<file path="config.mk">
export PLATFORM = sky130hd
export DESIGN_NAME = w_icons_discharge_seq_flat
export DESIGN_NICKNAME = d
export VERILOG_FILES = /design/src/rtl/w_icons_discharge_seq_if.sv /design/src/rtl/w_icons_discharge_seq.sv /design/src/flat_wrapper.sv
export SDC_FILE = /design/constraint.sdc
export NUM_CORES = 1
export LEC_CHECK = 0
export ABC_AREA = 1
export CORE_MARGIN = 2
export CORE_UTILIZATION = 59
export DETAILED_ROUTE_END_ITERATION = 16
export PLACE_DENSITY_LB_ADDON = 0.1
export SYNTH_ARGS = -nofsm -noshare
export SYNTH_HDL_FRONTEND = slang
export SYNTH_SLANG_ARGS = --single-unit
export TNS_END_PERCENT = 50
</file>
<file path="constraint.sdc">
create_clock -name CLK_REC_I -period 4.15 [get_ports CLK_REC_I]
set_input_delay 0.83 -clock CLK_REC_I [delete_from_list [all_inputs] [get_ports CLK_REC_I]]
set_output_delay 0.83 -clock CLK_REC_I [all_outputs]
set_load 0.01 [all_outputs]
</file>
<file path="src/rtl/w_icons_discharge_seq_if.sv">
// w_icons_discharge_seq_if: control and status bundle between the management
// side (master) and the electrode discharge sequencer (slave).
interface w_icons_discharge_seq_if #(
  parameter int N_GRP     = 8,
  parameter int DIS_CNT_W = 8
);
  logic                 clk_discharge_main_i;
  logic                 stim_xen_sync_i;
  logic [N_GRP-1:0]     stim_mask_en_i;
  logic                 dis_en_i;
  logic [DIS_CNT_W-1:0] dis_len_i;
  logic                 err_clr_i;
  logic [N_GRP-1:0]     discharge_o;
  logic                 busy_o;
  logic                 done_o;
  logic                 err_overlap_o;

  modport master (
    output clk_discharge_main_i, stim_xen_sync_i, stim_mask_en_i,
           dis_en_i, dis_len_i, err_clr_i,
    input  discharge_o, busy_o, done_o, err_overlap_o
  );

  modport slave (
    input  clk_discharge_main_i, stim_xen_sync_i, stim_mask_en_i,
           dis_en_i, dis_len_i, err_clr_i,
    output discharge_o, busy_o, done_o, err_overlap_o
  );
endinterface

</file>
<file path="src/rtl/w_icons_discharge_seq.sv">
// w_icons_discharge_seq: after a stimulation burst, shorts every stimulated
// electrode group to the discharge reference for dis_len_i discharge-clock
// ticks, one group at a time with a one-tick gap between groups.
// Optional build macro W_ICONS_DISCHARGE_PARALLEL_EN discharges all pending
// groups together for a single dis_len_i window instead.
module w_icons_discharge_seq #(
  parameter int N_GRP     = 8,
  parameter int DIS_CNT_W = 8
) (
  input logic                     CLK_REC_I,
  input logic                     reset_n_i,
  w_icons_discharge_seq_if.slave  dis_if
);

  localparam int GRP_W = (N_GRP > 1) ? $clog2(N_GRP) : 1;

  typedef enum logic [1:0] {IDLE, STIM, DISCH, GAP} state_t;

  state_t               state_q, state_d;
  logic [N_GRP-1:0]     pend_q, pend_d;
  logic [GRP_W-1:0]     grp_q, grp_d;
  logic [DIS_CNT_W-1:0] cnt_q, cnt_d;
  logic                 clk_dis_q;
  logic [N_GRP-1:0]     discharge_q, discharge_d;
  logic                 busy_q, busy_d;
  logic                 done_q, done_d;
  logic                 err_q, err_d;

  logic                 tick;
  logic                 errSet;
  logic [DIS_CNT_W-1:0] lenEff;
  logic [DIS_CNT_W:0]   cntInc;
  logic                 lenReached;
  logic [N_GRP-1:0]     pendAcc;
  logic [N_GRP-1:0]     pendLeft;

  function automatic logic [GRP_W-1:0] lowestIdx(input logic [N_GRP-1:0] vec);
    logic [GRP_W-1:0] idx;
    idx = '0;
    for (int i = N_GRP - 1; i >= 0; i--) begin
      if (vec[i]) idx = GRP_W'(i);
    end
    return idx;
  endfunction

  function automatic logic [N_GRP-1:0] oneHot(input logic [GRP_W-1:0] idx);
    logic [N_GRP-1:0] vec;
    vec = '0;
    vec[idx] = 1'b1;
    return vec;
  endfunction

  assign tick       = dis_if.clk_discharge_main_i & ~clk_dis_q;
  assign lenEff     = (dis_if.dis_len_i == '0) ? DIS_CNT_W'(1) : dis_if.dis_len_i;
  assign cntInc     = {1'b0, cnt_q} + (DIS_CNT_W+1)'(1);
  assign lenReached = (cntInc >= {1'b0, lenEff});
  assign pendAcc    = pend_q | dis_if.stim_mask_en_i;

`ifdef W_ICONS_DISCHARGE_PARALLEL_EN
  assign pendLeft = '0;
`else
  assign pendLeft = pend_q & ~oneHot(grp_q);
`endif

  // Next-state, pending-group bookkeeping and registered-output preparation.
  always_comb begin
    state_d = state_q;
    pend_d  = pend_q;
    grp_d   = grp_q;
    cnt_d   = cnt_q;
    done_d  = 1'b0;
    errSet  = 1'b0;
    if (!dis_if.dis_en_i) begin
      state_d = IDLE;
      pend_d  = '0;
      grp_d   = '0;
      cnt_d   = '0;
    end else begin
      case (state_q)
        IDLE: begin
          if (dis_if.stim_xen_sync_i) state_d = STIM;
        end
        STIM: begin
          pend_d = pendAcc;
          if (!dis_if.stim_xen_sync_i) begin
            if (pendAcc == '0) begin
              done_d  = 1'b1;
              state_d = IDLE;
            end else begin
              grp_d   = lowestIdx(pendAcc);
              cnt_d   = '0;
              state_d = DISCH;
            end
          end
        end
        DISCH: begin
          if (dis_if.stim_xen_sync_i) begin
            errSet  = 1'b1;
            state_d = STIM;
          end else if (tick) begin
            if (lenReached) begin
              pend_d = pendLeft;
              cnt_d  = '0;
              if (pendLeft == '0) begin
                done_d  = 1'b1;
                state_d = IDLE;
              end else begin
                state_d = GAP;
              end
            end else begin
              cnt_d = cntInc[DIS_CNT_W-1:0];
            end
          end
        end
        GAP: begin
          if (dis_if.stim_xen_sync_i) begin
            errSet  = 1'b1;
            state_d = STIM;
          end else if (tick) begin
            grp_d   = lowestIdx(pend_q);
            cnt_d   = '0;
            state_d = DISCH;
          end
        end
        default: state_d = IDLE;
      endcase
    end

    discharge_d = '0;
    if (state_d == DISCH) begin
`ifdef W_ICONS_DISCHARGE_PARALLEL_EN
      discharge_d = pend_d;
`else
      discharge_d = oneHot(grp_d);
`endif
    end
    busy_d = (state_d == DISCH) || (state_d == GAP);
    err_d  = errSet | (err_q & ~dis_if.err_clr_i);
  end

  // State and output registers; outputs follow the state being entered.
  always_ff @(posedge CLK_REC_I or negedge reset_n_i) begin
    if (!reset_n_i) begin
      state_q     <= IDLE;
      pend_q      <= '0;
      grp_q       <= '0;
      cnt_q       <= '0;
      clk_dis_q   <= 1'b0;
      discharge_q <= '0;
      busy_q      <= 1'b0;
      done_q      <= 1'b0;
      err_q       <= 1'b0;
    end else begin
      state_q     <= state_d;
      pend_q      <= pend_d;
      grp_q       <= grp_d;
      cnt_q       <= cnt_d;
      clk_dis_q   <= dis_if.clk_discharge_main_i;
      discharge_q <= discharge_d;
      busy_q      <= busy_d;
      done_q      <= done_d;
      err_q       <= err_d;
    end
  end

  assign dis_if.discharge_o   = discharge_q;
  assign dis_if.busy_o        = busy_q;
  assign dis_if.done_o        = done_q;
  assign dis_if.err_overlap_o = err_q;

endmodule

</file>
<file path="src/flat_wrapper.sv">
// flat-port wrapper written by rule: the top's interface ports become plain ports
module w_icons_discharge_seq_flat 
#(
  parameter int N_GRP     = 8,
  parameter int DIS_CNT_W = 8
)
  (CLK_REC_I, reset_n_i, dis_if_clk_discharge_main_i, dis_if_stim_xen_sync_i, dis_if_stim_mask_en_i, dis_if_dis_en_i, dis_if_dis_len_i, dis_if_err_clr_i, dis_if_discharge_o, dis_if_busy_o, dis_if_done_o, dis_if_err_overlap_o);
  w_icons_discharge_seq_if #(.N_GRP(N_GRP), .DIS_CNT_W(DIS_CNT_W)) dis_if_i ();
  input logic CLK_REC_I;
  input logic reset_n_i;
  input wire logic [$bits(dis_if_i.clk_discharge_main_i)-1:0] dis_if_clk_discharge_main_i;
  input wire logic [$bits(dis_if_i.stim_xen_sync_i)-1:0] dis_if_stim_xen_sync_i;
  input wire logic [$bits(dis_if_i.stim_mask_en_i)-1:0] dis_if_stim_mask_en_i;
  input wire logic [$bits(dis_if_i.dis_en_i)-1:0] dis_if_dis_en_i;
  input wire logic [$bits(dis_if_i.dis_len_i)-1:0] dis_if_dis_len_i;
  input wire logic [$bits(dis_if_i.err_clr_i)-1:0] dis_if_err_clr_i;
  output wire logic [$bits(dis_if_i.discharge_o)-1:0] dis_if_discharge_o;
  output wire logic [$bits(dis_if_i.busy_o)-1:0] dis_if_busy_o;
  output wire logic [$bits(dis_if_i.done_o)-1:0] dis_if_done_o;
  output wire logic [$bits(dis_if_i.err_overlap_o)-1:0] dis_if_err_overlap_o;
  assign dis_if_i.clk_discharge_main_i = dis_if_clk_discharge_main_i;
  assign dis_if_i.stim_xen_sync_i = dis_if_stim_xen_sync_i;
  assign dis_if_i.stim_mask_en_i = dis_if_stim_mask_en_i;
  assign dis_if_i.dis_en_i = dis_if_dis_en_i;
  assign dis_if_i.dis_len_i = dis_if_dis_len_i;
  assign dis_if_i.err_clr_i = dis_if_err_clr_i;
  assign dis_if_discharge_o = dis_if_i.discharge_o;
  assign dis_if_busy_o = dis_if_i.busy_o;
  assign dis_if_done_o = dis_if_i.done_o;
  assign dis_if_err_overlap_o = dis_if_i.err_overlap_o;
  w_icons_discharge_seq #(.N_GRP(N_GRP), .DIS_CNT_W(DIS_CNT_W)) u_core (.CLK_REC_I(CLK_REC_I), .reset_n_i(reset_n_i), .dis_if(dis_if_i));
endmodule
</file>
# Word level (Yosys, flattened, before mapping)
# Cells that the tools add are included.
word_totals:
  output_inout_bits: 11
  reg_bits: 33
  wordCells: 111
  input_bits: 22
classes:
  eq_ne: 14
  n_reduce_logical: 10
  addsub: 1
  bitwise_logic: 8
  muxes: 64
  order_cmp: 5
op_table:
  columns: ["cell", "count"]
  rows:
  - ["$mux 8", 14]
  - ["$mux 3", 21]
  - ["$logic_not 8->1", 3]
  - ["$pmux 8 s3", 1]
  - ["$mux 2", 10]
  - ["$pmux 8 s2", 1]
  - ["$mux 1", 12]
  - ["$ne 3x3->1 const B", 4]
  - ["$add 8x1->9 const B", 1]
  - ["$ge 9x8->1", 1]
  - ["$ne 3x2->1 const B", 3]
  - ["$and 8x8->8", 1]
  - ["$eq 2x2->1 const B", 4]
  - ["$lt 3x4->1 const B", 2]
  - ["$not 8->8", 1]
  - ["$or 8x8->8", 1]
  - ["$pmux 2 s4", 1]
  - ["$reduce_and 7->1", 1]
  - ["$demux 1 s3", 2]
  - ["$ge 3x1->1 const B", 2]
  - ["$pmux 3 s2", 1]
  - ["$ne 4x1->1 const B", 1]
  - ["$reduce_and 4->1", 1]
  - ["$ne 3x1->1 const B", 1]
  - ["9 further kinds", 12]

# Logic depth before layout (Yosys ltp)
# Gate-level depths: netlist of run 1.
logic_depth:
  ltp_word: 18
  depth_mapped: 21
  mapped_depth_nobuf: 21

# Worst setup path after synthesis of run 1
# Ideal clock, no wire load.
synth_path:
  path_type: "input -> register"
  startpoint: "input dis_if_dis_len_i[1]"
  endpoint: "register u_core.pend_q[2]"
  required_time_ps: 4025
  slack_ps: 1588
  arrival_time_ps: 2438
  setup_ps: 125
  path_stages: 13
  path_cell_list: "nor4_1 a41o_1 ha_1 inv_1 nand2_1 nand3_1 nand3_1 nand2_1 nand2_1 nand2_1 nand2_2 o21ai_2 mux2_2"
synth_via:
  elab_chain_cells: 5
synth_lines:
  columns: ["item", "line", "source"]
  rows:
  - ["from (decl)", "flat_wrapper.sv:15", "input wire logic [$bits(dis_if_i.dis_len_i)-1:0] dis_if_dis_len_i;"]
  - ["$logic_not 8->1", "w_icons_discharge_seq.sv:54", "assign lenEff = (dis_if.dis_len_i == '0) ? DIS_CNT_W'(1) : dis_if.dis_len_i;"]
  - ["$mux 8 *", "w_icons_discharge_seq.sv:54", null]
  - ["$ge 9x8->1 *", "w_icons_discharge_seq.sv:56", "assign lenReached = (cntInc >= {1'b0, lenEff});"]
  - ["$ne 3x2->1 (no line) *", null, null]
  - ["$reduce_and 4->1 (no line) *", null, null]
  - ["to (signal assigned)", "w_icons_discharge_seq.sv:155", "pend_q <= pend_d;"]
  - ["to (decl)", "w_icons_discharge_seq.sv:20", "logic [N_GRP-1:0] pend_q, pend_d;"]
# Every way passes the cells marked *; elsewhere a longest branch is shown, timed or not.
# A chain may end at the register's enable or synchronous reset.

# Worst setup path after layout of run 1
layout_path:
  startpoint: "input dis_if_dis_len_i[1]"
  endpoint: "register u_core.pend_q[3]"
# Same word-level chain as after synthesis.

==> results of run 1 <==
-- through the flow --
stage / cells / worst slack (ps) / hold WS (ps) / utilization (%) / area, µm²
finish: 389 / 1160 / 517 / 74.9 / 2790
global route: 389 / 870 / 540 / 74.9 / 2790
CTS: 389 / 1170 / 522 / 74.9 / 2790
detailed placement: 381 / 868 / 503 / 71.9 / 2670
global placement: 381 / 882 / 504 / 71.9 / 2670
floorplan: 304 / 1590 / 475 / - / 2300
-- layer usage --
layer	global-route usage [%]	up-vias
met4	9.69	0
met2	42.3	82
met3	6.25	11
met1	34.9	1000
met5	0	-
li1	-	1070
-- how the worst max path moves through the flow --
stage / endpoint / slack (ps) / cells past startpoint
after detailed placement: u_core.pend_q[3] / 870 / 14
after global placement: u_core.pend_q[6] / 880 / 14
final: u_core.pend_q[3] / 1160 / 14
after global routing: u_core.pend_q[5] / 870 / 16
after floorplan: u_core.pend_q[2] / 1590 / 13
after CTS: u_core.pend_q[3] / 1170 / 14
-- power breakdown --
| group | switching (mW) | internal [mW] |
|---|---|---|
| clock | 0.134 | 0.180 |
| sequential | 0.0798 | 0.397 |
| combinational | 0.433 | 0.258 |
-- kinds of logic (layout without fill, tap and decap cells) --
logic type / after synthesis / in the layout / synth area share [%]
muxes: 3 / 3 / 1.47
DFF: 33 / 33 / 35.8
AOI/OAI and AO/OA: 66 / 66 / 16.3
buffers and inverters: 54 / 91 / 9.39
adders and majority gates: 13 / 13 / 7.06
xor gates and xnor gates: 4 / 4 / 1.52
and+or+nand+nor: 131 / 131 / 28.4
-- registers in the layout, summed over array words and instances (netlist names) --
register and cells:
u_core.dis_if.busy_o 1, u_core.clk_dis_q 1, u_core.state_q 2, u_core.dis_if.discharge_o 8
u_core.pend_q 8, u_core.dis_if.done_o 1, u_core.dis_if.err_overlap_o 1, u_core.cnt_q 8
u_core.grp_q 3
-- area by class of cell --
class                           count  area share (%)
Clock buffer                        5            2.47
Clock inverter                      3            1.66
Inverter                           49            6.69
Multi-Input combinational cell    217            45.3
Sequential cell                    33            29.6
Tap cell                           48            2.16
Timing Repair Buffer               34            12.0
-- synth_stat cells, types with 2 or more instances --
cell type   n
a21oi_1    24
a311oi_1    2
a31oi_1     3
buf_2       3
buf_4       2
dfrtp_1    33
ha_1       13
inv_1      39
inv_2       9
mux2_2      3
nand2_1    49
nand2_2    10
nand2_4     3
nand3_1    20
nand3_2     4
nand4_1     3
nor2_1     20
nor2_2     18
o21ai_0    22
o21ai_1     3
o22ai_1     7
xor2_1      4
-- worst reg2reg max path, stage by stage, from the launching register on --
cell	delay [ps]
dfrtp_1	430
ha_1	230
nand3_2	110
nor2_2	130
xor2_1	230
ha_1	280
a21oi_1	190
nand2_1	70
nand2_1	70
nand2_2	90
o21ai_2	350
mux2_2	380
==> impl_metrics.py, run 1 <==
metrics = {
    "outcome": {
        "outcome": "finished clean",
    },
    "routing": {
        "viasPerCell": 5.56,
        "drc": 0,
        "drt-total-wl_mm": 5.29,
        "dr_wl_met2_mm": 2.46,
        "wl_met3_um": 363,
        "met1Wirelength_mm": 2.38,
        "drt_pass1_iterations": 5,
        "drt_iter0_drc": 150,
        "ant_nets": 0,
        "vias": 2163,
        "routedWlPerCell_um": 13.6,
        "highest_layer": "met4",
    },
    "timing": {
        "final.period_utilization_pct": 72.0,
        "setup_viol": 0,
        "maxSlewViolCount": 0,
        "slew_headroom_pct": 55.4,
        "skew_ps": 8.36,
        "rsz0062_at_grt": "false",
        "max_freq_ghz": 0.335,
        "hold_violations": 0,
        "fin_setup_tns_ps": 0,
        "worst_slew_pin_slew_ps": 666,
        "period_needed_ps": 2990,
    },
    "logic_synthesis": {
        "ys_seq_elements": 33,
        "syn_area_um2": 2300,
        "synth_nets": 339,
        "syn_inst": 304,
        "syn_area_per_cell_um2": 7.58,
        "ys_types": 32,
        "yosys.area.top_type": "dfrtp_1",
        "synth_warnings": 0,
        "synth_edf_count": 0,
        "synth-async-reset-ratio_pct": 100,
        "yosysTopAreaCellShare_pct": 35.8,
        "seq_area_frac_synth_pct": 35.8,
        "ys.flop_type": "dfrtp_1",
        "synth_area_leaders": "dfrtp_1 (36%), nand2_1 (8.0%), ha_1 (7.1%)",
    },
    "cts": {
        "clock_sinks": 33,
        "h-tree-depth": 2,
        "cts_buffers": 5,
        "postCtsHoldBufs": 0,
        "cts.clk_slew.worst_paths_ps": 70,
        "cts_tree": "built",
        "cts_resized": 0,
        "ctsLongestPathBuffers": 2,
        "postCtsSetupBuffers": 0,
        "clk_latency_ps": 290,
        "clock_tree.root_cell": "clkbuf_8",
    },
    "min_path": {
        "hold_path_startpoint": "u_core.cnt_q[1]",
        "hold_class": "reg2reg",
        "hold_end": "u_core.cnt_q[1]",
        "hold_path_depth": 2,
    },
    "global_route": {
        "grt_max_degree": 34,
        "grt_overflow": 0,
        "grt_pass1_wl_mm": 8.83,
        "first_global_vias": 1998,
        "antenna_found_initial": 0,
        "grt_usage_pct": 26.5,
    },
    "worst_setup_path": {
        "rrSetupSlack_ps": 1460,
        "critPathBufInv": 2,
        "r2r-start": "u_core.cnt_q[0]",
        "critPathMaxFanout": 8,
        "cp_slowest_cell": "clkdlybuf4s50_1",
        "crit_type": "in2reg",
        "path_common_cell": "nand2_1",
        "crit_path_start_kind": "input pin",
        "cp_slowest_stage_delay_ps": 420,
        "critPathTopFamily": "simple AND/OR/NAND/NOR gates",
        "timing.rr.end": "u_core.pend_q[3]",
        "critPathCaptureType": "register",
        "reg2reg_depth": 11,
        "cp-startpoint": "dis_if_dis_len_i[1]",
        "crit_chain": "clkdlybuf4s50_1, nor4_1, a41o_1, ha_1, inv_1, nand2_1, nand3_1, nand3_1, nand2_1, nand2_1, nand2_1, nand2_2, o21ai_2, mux2_2",
        "critPathArrivalTime_ps": 3160,
        "required_ps": 4330,
    },
    "cells_and_area": {
        "final_nets": 375,
        "final_cell_mix": "nand2_1 (49), inv_1 (39), dfrtp_1 (33)",
        "antennaDiodeCount": 0,
        "syn_to_final_growth_pct": 20.8,
        "seq_area_um2": 826,
        "multi_input_area_um2": 1260,
        "final_layout_size_suffix_gt1_share_pct": 17.9,
        "num-fill-cells": 304,
        "final_common_cell": "nand2_1",
    },
    "die": {
        "die_y_um": 66.5,
        "die_x_um": 66.5,
        "boundaryPins": 33,
        "num_rows": 22,
        "die_area_um2": 4420,
        "design.core.area_um2": 3720,
        "start_util_pct": 62.0,
    },
    "pwr": {
        "p_leak_nw": 1.34,
        "power_density_nw_per_um2": 532,
        "power_mw": 1.48,
        "ir_worst_vdd_uv": 356,
    },
    "place": {
        "hpwl_mm": 3.96,
        "place_congestion": 0.913,
        "numPortBuffers": 32,
    },
    "flow_run": {
        "cap_violations": 0,
    },
}
Power figures use the tool's default switching activity.
==> run 2, diff against run 1 <==
--- a/config.mk
+++ b/config.mk
@@ -7,7 +7,7 @@
 export LEC_CHECK = 0
 export ABC_AREA = 1
 export CORE_MARGIN = 2
-export CORE_UTILIZATION = 59
+export CORE_UTILIZATION = 49
 export DETAILED_ROUTE_END_ITERATION = 16
 export PLACE_DENSITY_LB_ADDON = 0.1
 export SYNTH_ARGS = -nofsm -noshare
==> constraint.sdc (replaced) <==
create_clock -name CLK_REC_I -period 2.7 [get_ports CLK_REC_I]
set_input_delay 0.54 -clock CLK_REC_I [delete_from_list [all_inputs] [get_ports CLK_REC_I]]
set_output_delay 0.54 -clock CLK_REC_I [all_outputs]
set_load 0.01 [all_outputs]
==> run 2 against run 1 <==
Final cell count up 4.6%. Sequential power up 53%. Die area up 19%. Utilization down 9.5 points. Register-to-register slack worse by 1300 ps. Power up 55%. Wire length up 9.9%. First-iteration DRC count up 13%. Global-route usage down 2.7 points. Largest power group unchanged.
==> impl_metrics.py, run 2 (synthesis gave the netlist of run 1 again) <==
metrics = {
    "pwr": {
        "ir_worst_vdd_uv": 454,
        "internal_power_mw": 1.25,
        "power_frac_comb_pct": 51.1,
        "clockPowerShare_pct": 17.2,
        "p_leak_nw": 1.42,
        "power_density_nw_per_um2": 792,
        "pwr-share-seq_pct": 31.7,
        "switching_share_pct": 45.8,
        "p_switching_mw": 1.05,
    },
    "routing": {
        "drt_pass1_iterations": 4,
        "highest_layer": "met4",
        "routedWlPerCell_um": 14.3,
        "drt_iter0_drc": 170,
        "met1Wirelength_mm": 2.64,
        "drt-total-wl_mm": 5.82,
        "wl_met3_um": 360,
        "drc": 0,
        "vias": 2205,
        "viasPerCell": 5.42,
        "ant_nets": 0,
        "dr_wl_met2_mm": 2.71,
    },
    "timing": {
        "max_freq_ghz": 0.388,
        "maxSlewViolCount": 0,
        "final.period_utilization_pct": 95.5,
        "worst_slew_pin_slew_ps": 430,
        "finalHoldWorstSlack_ps": 529,
        "rsz0062_at_grt": "false",
        "hold_violations": 0,
        "period_needed_ps": 2580,
        "fin_setup_tns_ps": 0,
        "skew_ps": 7.00,
        "slew_headroom_pct": 71.3,
        "setup_viol": 0,
        "worst_slack_ps": 122,
    },
    "global_route": {
        "antenna_found_initial": 0,
        "first_global_vias": 2140,
        "grt_pass1_wl_mm": 9.73,
        "grt_overflow": 0,
        "grt_max_degree": 34,
        "grt_usage_pct": 23.8,
    },
    "worst_setup_path": {
        "crit_path_start_kind": "input pin",
        "rrSetupSlack_ps": 160,
        "critPathMaxFanout": 6,
        "critPathCaptureType": "register",
        "crit_type": "in2reg",
        "required_ps": 2890,
        "critPathArrivalTime_ps": 2770,
    },
    "die": {
        "design.core.area_um2": 4440,
        "start_util_pct": 51.9,
        "num_rows": 24,
        "die_x_um": 72.6,
        "die_area_um2": 5270,
        "boundaryPins": 33,
        "die_y_um": 72.6,
    },
    "cts": {
        "cts_tree": "built",
        "cts.clk_slew.worst_paths_ps": 80,
        "postCtsHoldBufs": 0,
        "clk_latency_ps": 300,
        "clock_tree.root_cell": "clkbuf_8",
        "cts_buffers": 5,
        "clock_sinks": 33,
        "ctsLongestPathBuffers": 2,
        "h-tree-depth": 2,
    },
    "place": {
        "place_congestion": 0.942,
        "pre_cts_slack_ps": -320,
        "dp_cells": 399,
        "hpwl_mm": 4.48,
        "placed_area_um2": 2780,
        "numPortBuffers": 32,
    },
    "flow_run": {
        "cap_violations": 0,
    },
    "cells_and_area": {
        "fin_area_um2": 2910,
        "syn_to_final_growth_pct": 26.2,
        "antennaDiodeCount": 0,
        "final_common_cell": "nand2_1",
        "final_cell_mix": "nand2_1 (48), inv_1 (39), dfrtp_1 (33)",
        "final_layout_size_suffix_gt1_share_pct": 21.7,
        "num-fill-cells": 395,
        "final_cells": 407,
        "final_nets": 389,
    },
    "outcome": {
        "outcome": "finished clean",
    },
    "min_path": {
        "hold_class": "reg2reg",
    },
}
-- run 2: cell types whose count changed in the layout (fill, tap and decap cells not counted), moves of 2 or more --
cell and change:
dlymetal6s2s_1 +3, clkdlybuf4s50_1 -4, clkinvlp_4 +2, buf_4 +14
-- run 2: power groups by stage --
| stage | sequential [mW] | combinational [mW] | clock (mW) |
|---|---|---|---|
| final | 0.730 | 1.18 | 0.397 |
| after global routing | 0.741 | 1.31 | 0.420 |
| after CTS | 0.729 | 1.13 | 0.404 |
| after detailed placement | 0.739 | 1.11 | 0 |
| after global placement | 0.735 | 1.10 | 0 |
| after floorplan | 0.716 | 0.786 | 0 |
-- run 2: worst paths after layout --
path | cells after the start | start | to
worst max-delay path | 14 | dis_if_dis_len_i[7] | u_core.pend_q[3]
worst min register to register | 2 | u_core.cnt_q[1] | u_core.cnt_q[1]
max in group asynchronous | 2 | reset_n_i | u_core.pend_q[2]
worst max register to register | 14 | u_core.cnt_q[0] | u_core.pend_q[3]
min in group asynchronous | 2 | reset_n_i | u_core.dis_if.done_o
worst min-delay path | 2 | u_core.cnt_q[1] | u_core.cnt_q[1]
-- run 2: worst max-delay path, stage by stage --
cell,delay [ps]
clkdlybuf4s50_1,460
inv_1,60
a41o_1,230
ha_1,280
inv_1,60
nand2_1,50
nand3_1,80
nand3_1,70
nand2_1,60
nand2_1,40
nand2_1,70
nand2_2,90
o21ai_2,290
mux2_2,380
-- run 2: what timing repair did --
item	CTS	global route
setup buffers	1	1
hold endpoints to repair	0	0
endpoints found under the setup margin	8	21
resized for setup	1	9
pin swaps	7	6
-- run 2: area by class of cell --
class	instances	area, µm²	share of cell area, %
Timing Repair Buffer	48	447	15.4
Inverter	49	186	6.41
Tap cell	52	65.1	2.24
Sequential cell	33	826	28.4
Clock buffer	5	68.8	2.37
Multi-Input combinational cell	217	1290	44.4
Clock inverter	3	22.5	0.775
-- run 2: routing by layer --
metal | up-vias | GRT usage (%)
met5 | - | 0
met4 | 0 | 9.67
met3 | 12 | 4.14
met2 | 72 | 38.8
met1 | 1024 | 31.5
li1 | 1097 | -
-- run 2: stage by stage --
stage / util, % / power [mW]
after floorplan: - / 1.50
after global placement: 62.6 / 1.84
after detailed placement: 62.6 / 1.85
after CTS: 64.6 / 2.26
after global routing: 65.4 / 2.48
final: 65.4 / 2.30
